### src/rtl/regfile_write_arbiter_if.sv
// Interface between the two writeback requesters, the write-port arbiter and
// the register file. The arbiter connects through the slave modport. The
// master modport is the requester/register-file side, which drives the
// requests and observes the write port and the pending mask.
interface regfile_write_arbiter_if #(
   parameter int XLEN    = 32,
   parameter int RADDR_W = 5
);
   localparam int NREGS = 1 << RADDR_W;

   // Requester 0: ALU/load writeback
   logic               req0_valid;
   logic               req0_ready;
   logic [RADDR_W-1:0] req0_rd;
   logic [XLEN-1:0]    req0_data;

   // Requester 1: multi-cycle unit (mul/div)
   logic               req1_valid;
   logic               req1_ready;
   logic [RADDR_W-1:0] req1_rd;
   logic [XLEN-1:0]    req1_data;

   // Register file write port
   logic               reg_write;
   logic [RADDR_W-1:0] write_reg;
   logic [XLEN-1:0]    write_data;

   // Outstanding buffered destinations, one bit per register
   logic [NREGS-1:0]   pending;

   modport master (
      output req0_valid, req0_rd, req0_data,
      input  req0_ready,
      output req1_valid, req1_rd, req1_data,
      input  req1_ready,
      input  reg_write, write_reg, write_data,
      input  pending
   );

   modport slave (
      input  req0_valid, req0_rd, req0_data,
      output req0_ready,
      input  req1_valid, req1_rd, req1_data,
      output req1_ready,
      output reg_write, write_reg, write_data,
      output pending
   );
endinterface

### src/rtl/regfile_write_arbiter.sv
// regfile_write_arbiter
// Shares the single register-file write port between the ALU/load writeback
// path (requester 0) and the mul/div unit (requester 1). Each requester owns
// a one-entry holding buffer. One buffered write is issued per cycle.
// Writes to x0 are accepted and then discarded.
//
// Build option:
//   WB_ARB_ROUND_ROBIN_EN  defined   -> both buffers valid: strict alternation
//                          undefined -> both buffers valid: requester 0 wins
// The most-recent-grant bit is kept in both builds. The fixed-priority build
// does not use it for arbitration.
module regfile_write_arbiter #(
   parameter int XLEN    = 32,
   parameter int RADDR_W = 5
) (
   input  logic                   clk,
   input  logic                   reset,
   regfile_write_arbiter_if.slave bus
);
   localparam int NREGS = 1 << RADDR_W;

   // Holding buffers: the valid bits are control state. Address and data are
   // payload only.
   logic [1:0]         r_buf_v;
   logic [RADDR_W-1:0] r_buf_rd   [2];
   logic [XLEN-1:0]    r_buf_data [2];
   // 0/1 = requester granted most recently; reset to 1 so requester 0 wins first
   logic               r_last_gnt;

   // Requests viewed as small arrays indexed by requester
   logic [1:0]         w_req_valid;
   logic [RADDR_W-1:0] w_req_rd   [2];
   logic [XLEN-1:0]    w_req_data [2];

   logic [1:0]         w_gnt;       // one-hot grant among valid buffers
   logic               w_issue;     // a write goes out this cycle
   logic               w_sel;       // index of the granted buffer
   logic [1:0]         w_ready;
   logic [1:0]         w_xfer;      // handshake completes at the next edge
   logic [1:0]         w_load;      // transfer that actually fills a buffer
   logic [NREGS-1:0]   w_pending;

   // Grant decision for a pair of valid bits. The result depends only on
   // registered state, so no request input reaches the write port
   // combinationally.
   function automatic logic [1:0] arb_grant(input logic [1:0] v,
                                            input logic       last);
      logic [1:0] g;
      g = 2'b00;
      case (v)
         2'b01:   g = 2'b01;
         2'b10:   g = 2'b10;
         2'b11: begin
`ifdef WB_ARB_ROUND_ROBIN_EN
            g = last ? 2'b01 : 2'b10;
`else
            g = last ? 2'b01 : 2'b01;
`endif
         end
         default: g = 2'b00;
      endcase
      return g;
   endfunction

   // Next valid bit for one buffer.
   // A nonzero transfer refills the buffer. A granted buffer drains.
   // Otherwise the buffer holds.
   function automatic logic buf_next_v(input logic cur_v,
                                       input logic load,
                                       input logic gnt);
      logic nv;
      if (load)
         nv = 1'b1;
      else if (gnt)
         nv = 1'b0;
      else
         nv = cur_v;
      return nv;
   endfunction

   // Gather the two request channels into indexable form
   always_comb begin
      w_req_valid   = {bus.req1_valid, bus.req0_valid};
      w_req_rd[0]   = bus.req0_rd;
      w_req_rd[1]   = bus.req1_rd;
      w_req_data[0] = bus.req0_data;
      w_req_data[1] = bus.req1_data;
   end

   // Arbitration between the holding buffers
   always_comb begin
      w_gnt   = arb_grant(r_buf_v, r_last_gnt);
      w_issue = !reset && (w_gnt != 2'b00);
      w_sel   = w_gnt[1];
   end

   // Handshake: a buffer accepts when it is empty or is draining this cycle.
   // Requests with rd == 0 handshake normally but never load.
   always_comb begin
      w_ready = 2'b00;
      w_xfer  = 2'b00;
      w_load  = 2'b00;
      for (int i = 0; i < 2; i++) begin
         w_ready[i] = !reset && (!r_buf_v[i] || w_gnt[i]);
         w_xfer[i]  = w_ready[i] && w_req_valid[i];
         w_load[i]  = w_xfer[i] && (w_req_rd[i] != '0);
      end
   end

   // Pending-destination mask for hazard logic; x0 never appears
   always_comb begin
      w_pending = '0;
      if (!reset) begin
         for (int r = 1; r < NREGS; r++) begin
            for (int i = 0; i < 2; i++) begin
               if (r_buf_v[i] && (r_buf_rd[i] == RADDR_W'(r)))
                  w_pending[r] = 1'b1;
            end
         end
      end
   end

   // Drive the register-file port and the ready/pending outputs
   always_comb begin
      bus.req0_ready = w_ready[0];
      bus.req1_ready = w_ready[1];
      bus.reg_write  = w_issue;
      bus.write_reg  = w_issue ? r_buf_rd[w_sel]   : '0;
      bus.write_data = w_issue ? r_buf_data[w_sel] : '0;
      bus.pending    = w_pending;
   end

   // Control state: buffer valid bits and most-recent grant; reset discards
   // buffered writes
   always_ff @(posedge clk) begin
      if (reset) begin
         r_buf_v    <= 2'b00;
         r_last_gnt <= 1'b1;
      end else begin
         r_buf_v[0] <= buf_next_v(r_buf_v[0], w_load[0], w_gnt[0]);
         r_buf_v[1] <= buf_next_v(r_buf_v[1], w_load[1], w_gnt[1]);
         r_last_gnt <= w_issue ? w_sel : r_last_gnt;
      end
   end

   // Payload capture; only meaningful while the matching valid bit is set
   always_ff @(posedge clk) begin
      for (int i = 0; i < 2; i++) begin
         if (w_load[i]) begin
            r_buf_rd[i]   <= w_req_rd[i];
            r_buf_data[i] <= w_req_data[i];
         end
      end
   end

endmodule

### src/flat_wrapper.sv
// flat-port wrapper written by rule: the top's interface ports become plain ports
module regfile_write_arbiter_flat 
#(
   parameter int XLEN    = 32,
   parameter int RADDR_W = 5
)
  (clk, reset, bus_req0_valid, bus_req0_rd, bus_req0_data, bus_req0_ready, bus_req1_valid, bus_req1_rd, bus_req1_data, bus_req1_ready, bus_reg_write, bus_write_reg, bus_write_data, bus_pending);
  regfile_write_arbiter_if #(.XLEN(XLEN), .RADDR_W(RADDR_W)) bus_i ();
  input  logic clk;
  input  logic reset;
  input wire logic [$bits(bus_i.req0_valid)-1:0] bus_req0_valid;
  input wire logic [$bits(bus_i.req0_rd)-1:0] bus_req0_rd;
  input wire logic [$bits(bus_i.req0_data)-1:0] bus_req0_data;
  output wire logic [$bits(bus_i.req0_ready)-1:0] bus_req0_ready;
  input wire logic [$bits(bus_i.req1_valid)-1:0] bus_req1_valid;
  input wire logic [$bits(bus_i.req1_rd)-1:0] bus_req1_rd;
  input wire logic [$bits(bus_i.req1_data)-1:0] bus_req1_data;
  output wire logic [$bits(bus_i.req1_ready)-1:0] bus_req1_ready;
  output wire logic [$bits(bus_i.reg_write)-1:0] bus_reg_write;
  output wire logic [$bits(bus_i.write_reg)-1:0] bus_write_reg;
  output wire logic [$bits(bus_i.write_data)-1:0] bus_write_data;
  output wire logic [$bits(bus_i.pending)-1:0] bus_pending;
  assign bus_i.req0_valid = bus_req0_valid;
  assign bus_i.req0_rd = bus_req0_rd;
  assign bus_i.req0_data = bus_req0_data;
  assign bus_req0_ready = bus_i.req0_ready;
  assign bus_i.req1_valid = bus_req1_valid;
  assign bus_i.req1_rd = bus_req1_rd;
  assign bus_i.req1_data = bus_req1_data;
  assign bus_req1_ready = bus_i.req1_ready;
  assign bus_reg_write = bus_i.reg_write;
  assign bus_write_reg = bus_i.write_reg;
  assign bus_write_data = bus_i.write_data;
  assign bus_pending = bus_i.pending;
  regfile_write_arbiter #(.XLEN(XLEN), .RADDR_W(RADDR_W)) u_core (.clk(clk), .reset(reset), .bus(bus_i));
endmodule
### config.mk
export PLATFORM = sky130hd
export DESIGN_NAME = regfile_write_arbiter_flat
export DESIGN_NICKNAME = d
export VERILOG_FILES = /design/src/rtl/regfile_write_arbiter_if.sv /design/src/rtl/regfile_write_arbiter.sv /design/src/flat_wrapper.sv
export SDC_FILE = /design/constraint.sdc
export NUM_CORES = 1
export LEC_CHECK = 0
export BUFFER_PORTS_ARGS = -buffer_cell sky130_fd_sc_hd__buf_2
export CELL_PAD_IN_SITES_DETAIL_PLACEMENT = 0
export CELL_PAD_IN_SITES_GLOBAL_PLACEMENT = 2
export CORE_MARGIN = 4
export CORE_UTILIZATION = 29
export DETAILED_ROUTE_END_ITERATION = 10
export PLACE_DENSITY = 0.89
export SETUP_SLACK_MARGIN = 0.02
export SLEW_MARGIN = 15
export SYNTH_ARGS = -nofsm -noshare
export SYNTH_HDL_FRONTEND = slang
export SYNTH_SLANG_ARGS = --single-unit
### constraint.sdc
create_clock -name clk -period 2.5 [get_ports clk]
set_input_delay 0.125 -clock clk [delete_from_list [all_inputs] [get_ports clk]]
set_output_delay 0.125 -clock clk [all_outputs]
set_load 0.05 [all_outputs]
Word-level counts from Yosys, hierarchy flattened
Memories as Yosys holds them, arrays and structs flattened. Index checks and enable logic that the tools add are counted.

Register bits after elaboration: 2. Bits in latches: 0. Bits in writable memories: 74. Bits in read-only memories: 0. Input bits: 78. Output and inout bits: 72. Logic and storage cells: 223. Memories: 2.

Memory list: u_core.r_buf_data (words 2, bits a word 32, read ports 1, clocked after memory_dff 0, wr ports 2, RTL line regfile_write_arbiter.sv:26) `logic [XLEN-1:0] r_buf_data [2];`; u_core.r_buf_rd (words 2, bits a word 5, read ports 3, clocked after memory_dff 0, wr ports 2, RTL line regfile_write_arbiter.sv:25) `logic [RADDR_W-1:0] r_buf_rd [2];`.

Add/subtract/negate cells: 0. $mul: 0. Div/mod/pow operators: 0. Order comparisons: 0. Eq/ne operators: 65. Shift-type cells: 0. Multiplexer cells: 74. Bitwise gates (word level): 0. Reduce and logical (&&, ||, !) cells: 80.

Operators by type and width (number): $eq A5 B5 Y1 const B (32); $eq A5 B4 Y1 const B (16); $mux W1 (70); $logic_and A1 B1 Y1 (69); $eq A5 B3 Y1 const B (8); $mux W32 (1); $mux W31 (1); $eq A5 B2 Y1 const B (4); $eq A5 B1 Y1 const B (2); $reduce_bool A5 Y1 (2); $reduce_bool A2 Y1 (3); $mux W5 (1); $eq A2 B2 Y1 const B (2); $pmux W2 S2 (1); $logic_not A1 Y1 (3); $eq A2 B1 Y1 const B (1); $logic_or A1 B1 Y1 (2); $reduce_or A2 Y1 (1).

Longest topological paths before layout
Gate-level depths: netlist of run 1.

Word-level depth: 9. Mapped depth: 4. Gate-level depth less buffers: 2.

Worst setup path after synthesis of run 1
No wires, ideal clock.

Kind: register -> register. Start point: reg u_core.r_buf_v[1]. End point: mem u_core.r_buf_data[1][0], enable pin. Library setup time: 0.398 ns. Arrival time: 2.428 ns. Data required time: 2.102 ns. Path slack: -0.327 ns. Cell stages (with the launch flop): 4. Buffers on the path: 1. Period minus slack after synthesis: 2.827 ns. Cell sequence: dfxtp_1 -> buf_2 -> a21oi_1 -> o311a_1.

RTL lines: from (decl) (RTL line regfile_write_arbiter.sv:24) `logic [1:0] r_buf_v;`; from (signal assigned) (RTL line regfile_write_arbiter.sv:141) `r_buf_v[1] <= buf_next_v(r_buf_v[1], w_load[1], w_gnt[1]);`; to (decl) (RTL line regfile_write_arbiter.sv:26).

Worst setup path after layout of run 1
Start point: reg u_core.r_buf_v[1]. End point: out bus_pending[8].

Longest elaborated chain between the ends: 3.

Ends and longest elaborated chain: $logic_and A1 B1 Y1 (RTL line regfile_write_arbiter.sv:116) `if (r_buf_v[i] && (r_buf_rd[i] == RADDR_W'(r)))`; $mux W1 (RTL line regfile_write_arbiter.sv:116); $mux W31 (RTL line regfile_write_arbiter.sv:113) `if (!reset) begin`; to (decl) (RTL line flat_wrapper.sv:22) `output wire logic [$bits(bus_i.pending)-1:0] bus_pending;`.

No other way between the ends.

==> results of run 1 <==
[logic make-up (layout without fill, tap and decap cells)]
logic type      count (synthesis)  count (layout)  synth area share, %
buf+inv                        27             239                 3.52
flops                          76              76                 65.0
compound gates                 75              75                 12.5
other cells                     1               1                0.108
simple gates                  103             103                 18.9
[metrics by stage]
step / std cells / hold WS [ns] / total power (uW)
floorplan: 282 / 0.224 / 1800
global placement: 552 / 0.302 / 1930
detailed placement: 552 / 0.303 / 1940
CTS: 637 / 0.000431 / 3460
global route: 637 / 0.00766 / 3560
finish: 637 / 0.0157 / 3430
[power breakdown]
part | leakage [uW] | internal [uW] | switching [uW]
registers | 0.000710 | 1480 | 42.7
clock network | 0.000162 | 966 | 463
logic | 0.00123 | 190 | 281
[final timing paths]
path                                        start                        to  slack (ns)  depth (start not counted)
worst max-delay path            u_core.r_buf_v[1]            bus_pending[8]        0.30                          3
worst min-delay path               bus_req0_rd[0]     u_core.r_buf_rd[0][0]        0.02                          1
worst max register to register  u_core.r_buf_v[1]  u_core.r_buf_data[1][20]        0.68                          3
worst min register to register  u_core.r_buf_v[0]         u_core.r_buf_v[1]        0.89                          3
[final cells by class]
cell class,instances,area (um2),share of cell area [%]
inverter,1,3.75,0.0701
clock inverter,6,103,1.91
multi-input combinational,179,1100,20.5
timing repair buffer,222,1480,27.7
tap,143,179,3.34
clock buffer,10,229,4.27
sequential,76,2260,42.3
[sequential cells by signal, indices dropped and copies added (netlist names)]
register / count
u_core.r_buf_v: 2
u_core.r_buf_rd: 10
u_core.r_buf_data: 64
[cell usage after synthesis, drive strengths merged]
cell,count
a211oi,2
a21oi,39
buf,12
clkbuf,14
conb,1
dfxtp,2
edfxtp,74
inv,1
nand2,37
nand3b,39
nand4,2
nand4b,6
nand4bb,4
nor2,2
nor3,1
o22ai,31
o311a,3
or3,4
or3b,4
or4b,2
or4bb,2
[cell usage in the layout, fill, tap and decap left out]
cell,n
buf_4,4
edfxtp_1,74
nand4bb_1,4
o311a_2,2
clkinv_1,2
a211oi_1,2
buf_2,148
nor3_1,1
dfxtp_2,2
clkbuf_16,9
or4bb_1,2
clkinv_2,1
nor2_1,2
o311a_1,1
conb_1,1
or4b_1,2
buf_12,1
nand4b_1,6
clkbuf_1,1
a21oi_1,39
nand2_1,37
nand4_1,2
dlygate4sd3_1,69
nand3b_1,39
or3_1,4
bufinv_16,3
inv_1,1
or3b_1,4
o22ai_1,31
[timing repair]
action	CTS	global route
hold buffers	69	0
endpoints found under the setup margin	0	0
hold endpoints to repair	69	0
[per-layer routing]
layer	global-route usage (%)	vias up	wire [um]
li1	-	1509	-
met1	17.8	1435	4310
met2	23.6	148	4770
met3	4.81	27	814
met4	7.33	0	308
met5	0	-	0
==> impl_metrics.yaml, run 1 <==
run_status:
  status: "complete, no violations"
detailed_routing:
  routed_wl_um: 10200
  drcViolationCount: 0
  vias_per_cell: 4.90
  first_pass_iters: 4
  drt_iter0_drc: 153
  wl_per_cell_um: 16.0
  drtAntennaViolNets: 0
  routed-via-count: 3119
yosys:
  yosysTopAreaCell: "edfxtp_1"
  yosys_warnings: 0
  synth_area_um2: 3480
  synth_top_area_share_pct: 63.9
  avgSynthCellArea_um2: 12.3
  synth-seq-area-share_pct: 65.0
  synth_cells: 282
  ys_top_cells_by_area: "edfxtp_1, nand3b_1, a21oi_1"
  ys_ff_latch: 76
  syn-num-nets: 360
  ys_types: 24
die:
  die_y_um: 118
  initial_core_util_pct: 30.1
  die-area_um2: 13800
  row_count: 39
  fp.dieW_um: 118
  coreArea_um2: 11600
  io_pins: 150
clock_tree:
  cts_buffers: 9
  clk_latency_ns: 0.33
  cts.sinks: 76
  cts-root-buf: "clkbuf_16"
  cts_tree: "yes"
  post_cts_resized: 0
  htree_levels: 3
  cts.clk_slew.worst_paths_ns: 0.05
  post_cts_buffers: 0
  clk_path_buf_depth: 2
global_route:
  grt_pass1_vias: 3181
  antenna_found_initial: 0
  grt_util_all_layers_pct: 14.7
  grt_pass1_wl_um: 16300
  overflow: 0
  grt_max_degree: 48
timing:
  layout_setup_ws_ns: 0.296
  finalMaxSlewViolations: 0
  setup_viol_count_final: 0
  rsz0062_at_grt: "no"
  slew_headroom_pct: 36.1
  tns_ns: 0
  worst_pin_slew_ns: 0.959
  finalCritPeriodShare_pct: 88.2
  skew_ns: 0.00732
  period_minus_slack_ns: 2.20
  hold_violations: 0
  max_freq_ghz: 0.454
layout:
  area_growth_pct: 54.0
  nets: 567
  post_route_cells_drive_above_1_share_pct: 34.4
  postLayoutCellArea_um2: 5360
  diodes: 0
  nFillCells: 1035
  fin_util_pct: 46.3
place:
  gp_congestion: 0.819
  dpl.hpwl_um: 6810
  io_buffers: 148
  dp_slack_ns: 0.625
  place_area_um2: 4340
setup_path:
  cp_top_family: "flip-flops"
  crit_chain: "or4bb_1 > o22ai_1 > buf_2"
  crit_buf_inv: 1
  arrival_ns: 2.08
  end_kind: "output pin"
  cp_slowest_stage_delay_ns: 0.67
  critPathKind: "register to output pin"
  cp.required_ns: 2.38
  crit_slowest_cell: "dfxtp_2"
  start_kind: "register"
  crit_fanout: 31
job:
  maxCapViolCount: 0
power_and_ir_drop:
  p_leak_uw: 0.00210
  vdd_drop_max_v: 0.000470
  p_per_area_nw_per_um2: 639
min_path:
  min_path_type: "input pin to register"
(Power assumes the default switching activity.)
==> run 2: changes to the inputs <==
- REMOVE_ABC_BUFFERS: default -> 1
==> impl_metrics.yaml, run 2 (same netlist as run 1, synthesis figures left out) <==
global_route:
  grt_util_all_layers_pct: 15.5
  overflow: 0
  grt_pass1_wl_um: 17100
  antenna_found_initial: 1
  grt_max_degree: 46
  grt_pass1_vias: 3327
setup_path:
  rrSetupSlack_ns: 0.73
  r2r-end: "u_core.r_buf_data[1][15]"
  critPathLaunch: "u_core.r_buf_v[1]"
  crit_chain: "or4bb_1 > o22ai_1 > buf_2"
  crit_slowest_cell: "dfxtp_2"
  start_kind: "register"
  cp_slowest_stage_delay_ns: 0.62
  crit_fanout: 25
  r2r-start: "u_core.r_buf_v[1]"
  end_kind: "output pin"
  r2r_cells: 3
  cp.required_ns: 2.38
  arrival_ns: 2.02
  critPathKind: "register to output pin"
detailed_routing:
  routed-via-count: 3176
  drcViolationCount: 0
  drtAntennaViolNets: 0
  routed_wl_um: 10600
  vias_per_cell: 4.96
  first_pass_iters: 4
  drt_iter0_drc: 201
  wl_per_cell_um: 16.6
layout:
  largest_reg_flops: 64
  post_route_cells_drive_above_1_share_pct: 34.3
  layoutNonFillerInstCount: 640
  layout_commonest_cell: "buf_2"
  reg_top3: "u_core.r_buf_data: 64 flops, u_core.r_buf_rd: 10 flops, u_core.r_buf_v: 2 flops"
  fin_util_pct: 45.9
  nFillCells: 1036
  final_cell_mix: "buf_2, edfxtp_1, dlygate4sd3_1"
  nets: 570
  largest-register: "u_core.r_buf_data"
  area_growth_pct: 52.5
power_and_ir_drop:
  switching_power_uw: 777
  p_leak_uw: 0.00208
  seqPwrFrac_pct: 48.8
  swShare_pct: 25.0
  p_per_area_nw_per_um2: 587
  vdd_drop_max_v: 0.000411
  pwr-share-clk_pct: 35.7
  p_int_uw: 2340
  combPwrFrac_pct: 15.5
clock_tree:
  cts_buffers: 9
  clk_latency_ns: 0.33
  post_cts_buffers: 0
  hold_buffers: 71
  htree_levels: 3
  cts.clk_slew.worst_paths_ns: 0.05
  cts_tree: "yes"
  cts.sinks: 76
  post_cts_resized: 0
  clk_path_buf_depth: 2
  cts-root-buf: "clkbuf_16"
timing:
  tns_ns: 0
  finalMaxSlewViolations: 0
  setup_viol_count_final: 0
  slew_headroom_pct: 65.9
  max_freq_ghz: 0.467
  skew_ns: 0.00682
  hold_violations: 0
  rsz0062_at_grt: "no"
  period_minus_slack_ns: 2.14
  worst_pin_slew_ns: 0.512
  finalCritPeriodShare_pct: 85.7
die:
  die-area_um2: 13800
  die_y_um: 118
  initial_core_util_pct: 30.1
  coreArea_um2: 11600
  row_count: 39
  io_pins: 150
  fp.dieW_um: 118
place:
  dpl.hpwl_um: 6860
  io_buffers: 148
  gp_congestion: 0.898
  post-place-cells: 553
min_path:
  hold_start: "bus_req1_rd[4]"
  whs_path_depth: 1
  min_to: "u_core.r_buf_rd[1][4]"
  min_path_type: "input pin to register"
run_status:
  status: "complete, no violations"
job:
  maxCapViolCount: 0
## run 2: changes by cell type in the layout (fill, tap and decap cells not counted)
cell,before,now
clkinv_2,1,3
diode_2,0,1
bufinv_16,3,0
clkbuf_1,1,3
buf_4,4,5
dlygate4sd3_1,69,71
clkinv_1,2,0
## run 2: how the worst max path moves through the flow
stage,slack (ns),endpoint,cells after the start
global placement,0.73,bus_pending[10],3
detailed placement,0.70,bus_pending[10],3
global route,0.22,bus_write_data[24],4
floorplan,-0.91,u_core.r_buf_data[1][0],2
CTS,0.35,bus_pending[10],3
finish,0.36,bus_pending[10],3
## run 2: layer usage
| metal | GRT usage (%) | vias up | share of wire, % |
|---|---|---|---|
| met2 | 27.9 | 150 | 52 |
| met5 | 0 | - | 0 |
| met3 | 4.61 | 19 | 6.7 |
| met1 | 17.3 | 1486 | 40 |
| met4 | 5.79 | 0 | 1.9 |
| li1 | - | 1521 | - |
## run 2: metrics by stage
step / setup slack, ns / hold slack, ns / power (uW) / area [um2]
6_report: 0.358 / 0.0245 / 3110 / 5310
3_5_place_dp: 0.703 / 0.303 / 1940 / 4340
3_3_place_gp: 0.733 / 0.303 / 1930 / 4340
2_1_floorplan: -0.908 / 0.198 / 1780 / 3360
4_1_cts: 0.347 / 0.00791 / 3140 / 5310
5_1_grt: 0.218 / 0.00848 / 3260 / 5310
## run 2: power by group through the flow
stage	clock network, uW	logic [uW]	registers, uW
after global placement	0	391	1540
after CTS	1140	482	1520
after detailed placement	0	397	1550
after global routing	1210	517	1530
after floorplan	0	226	1550
final	1110	483	1520
## run 2: worst max-delay path, delay by kind of cell (launching register included)
kind | cells | cell delay, ns
AND/OR/NAND/NOR | 1 | 0.60
flip-flops | 1 | 0.62
AO/OA/AOI/OAI | 1 | 0.18
buffers and inverters | 1 | 0.29
## run 2: final cells by class
cell class	count	area, um2	share of cell area (%)
diodes	1	2.50	0.0471
clock buffers	12	236	4.46
clock inverters	3	15.0	0.283
inverters	1	3.75	0.0707
multi-input cells	179	1100	20.7
flip-flops and latches	76	2260	42.7
well taps	143	179	3.37
repair buffers	225	1510	28.4
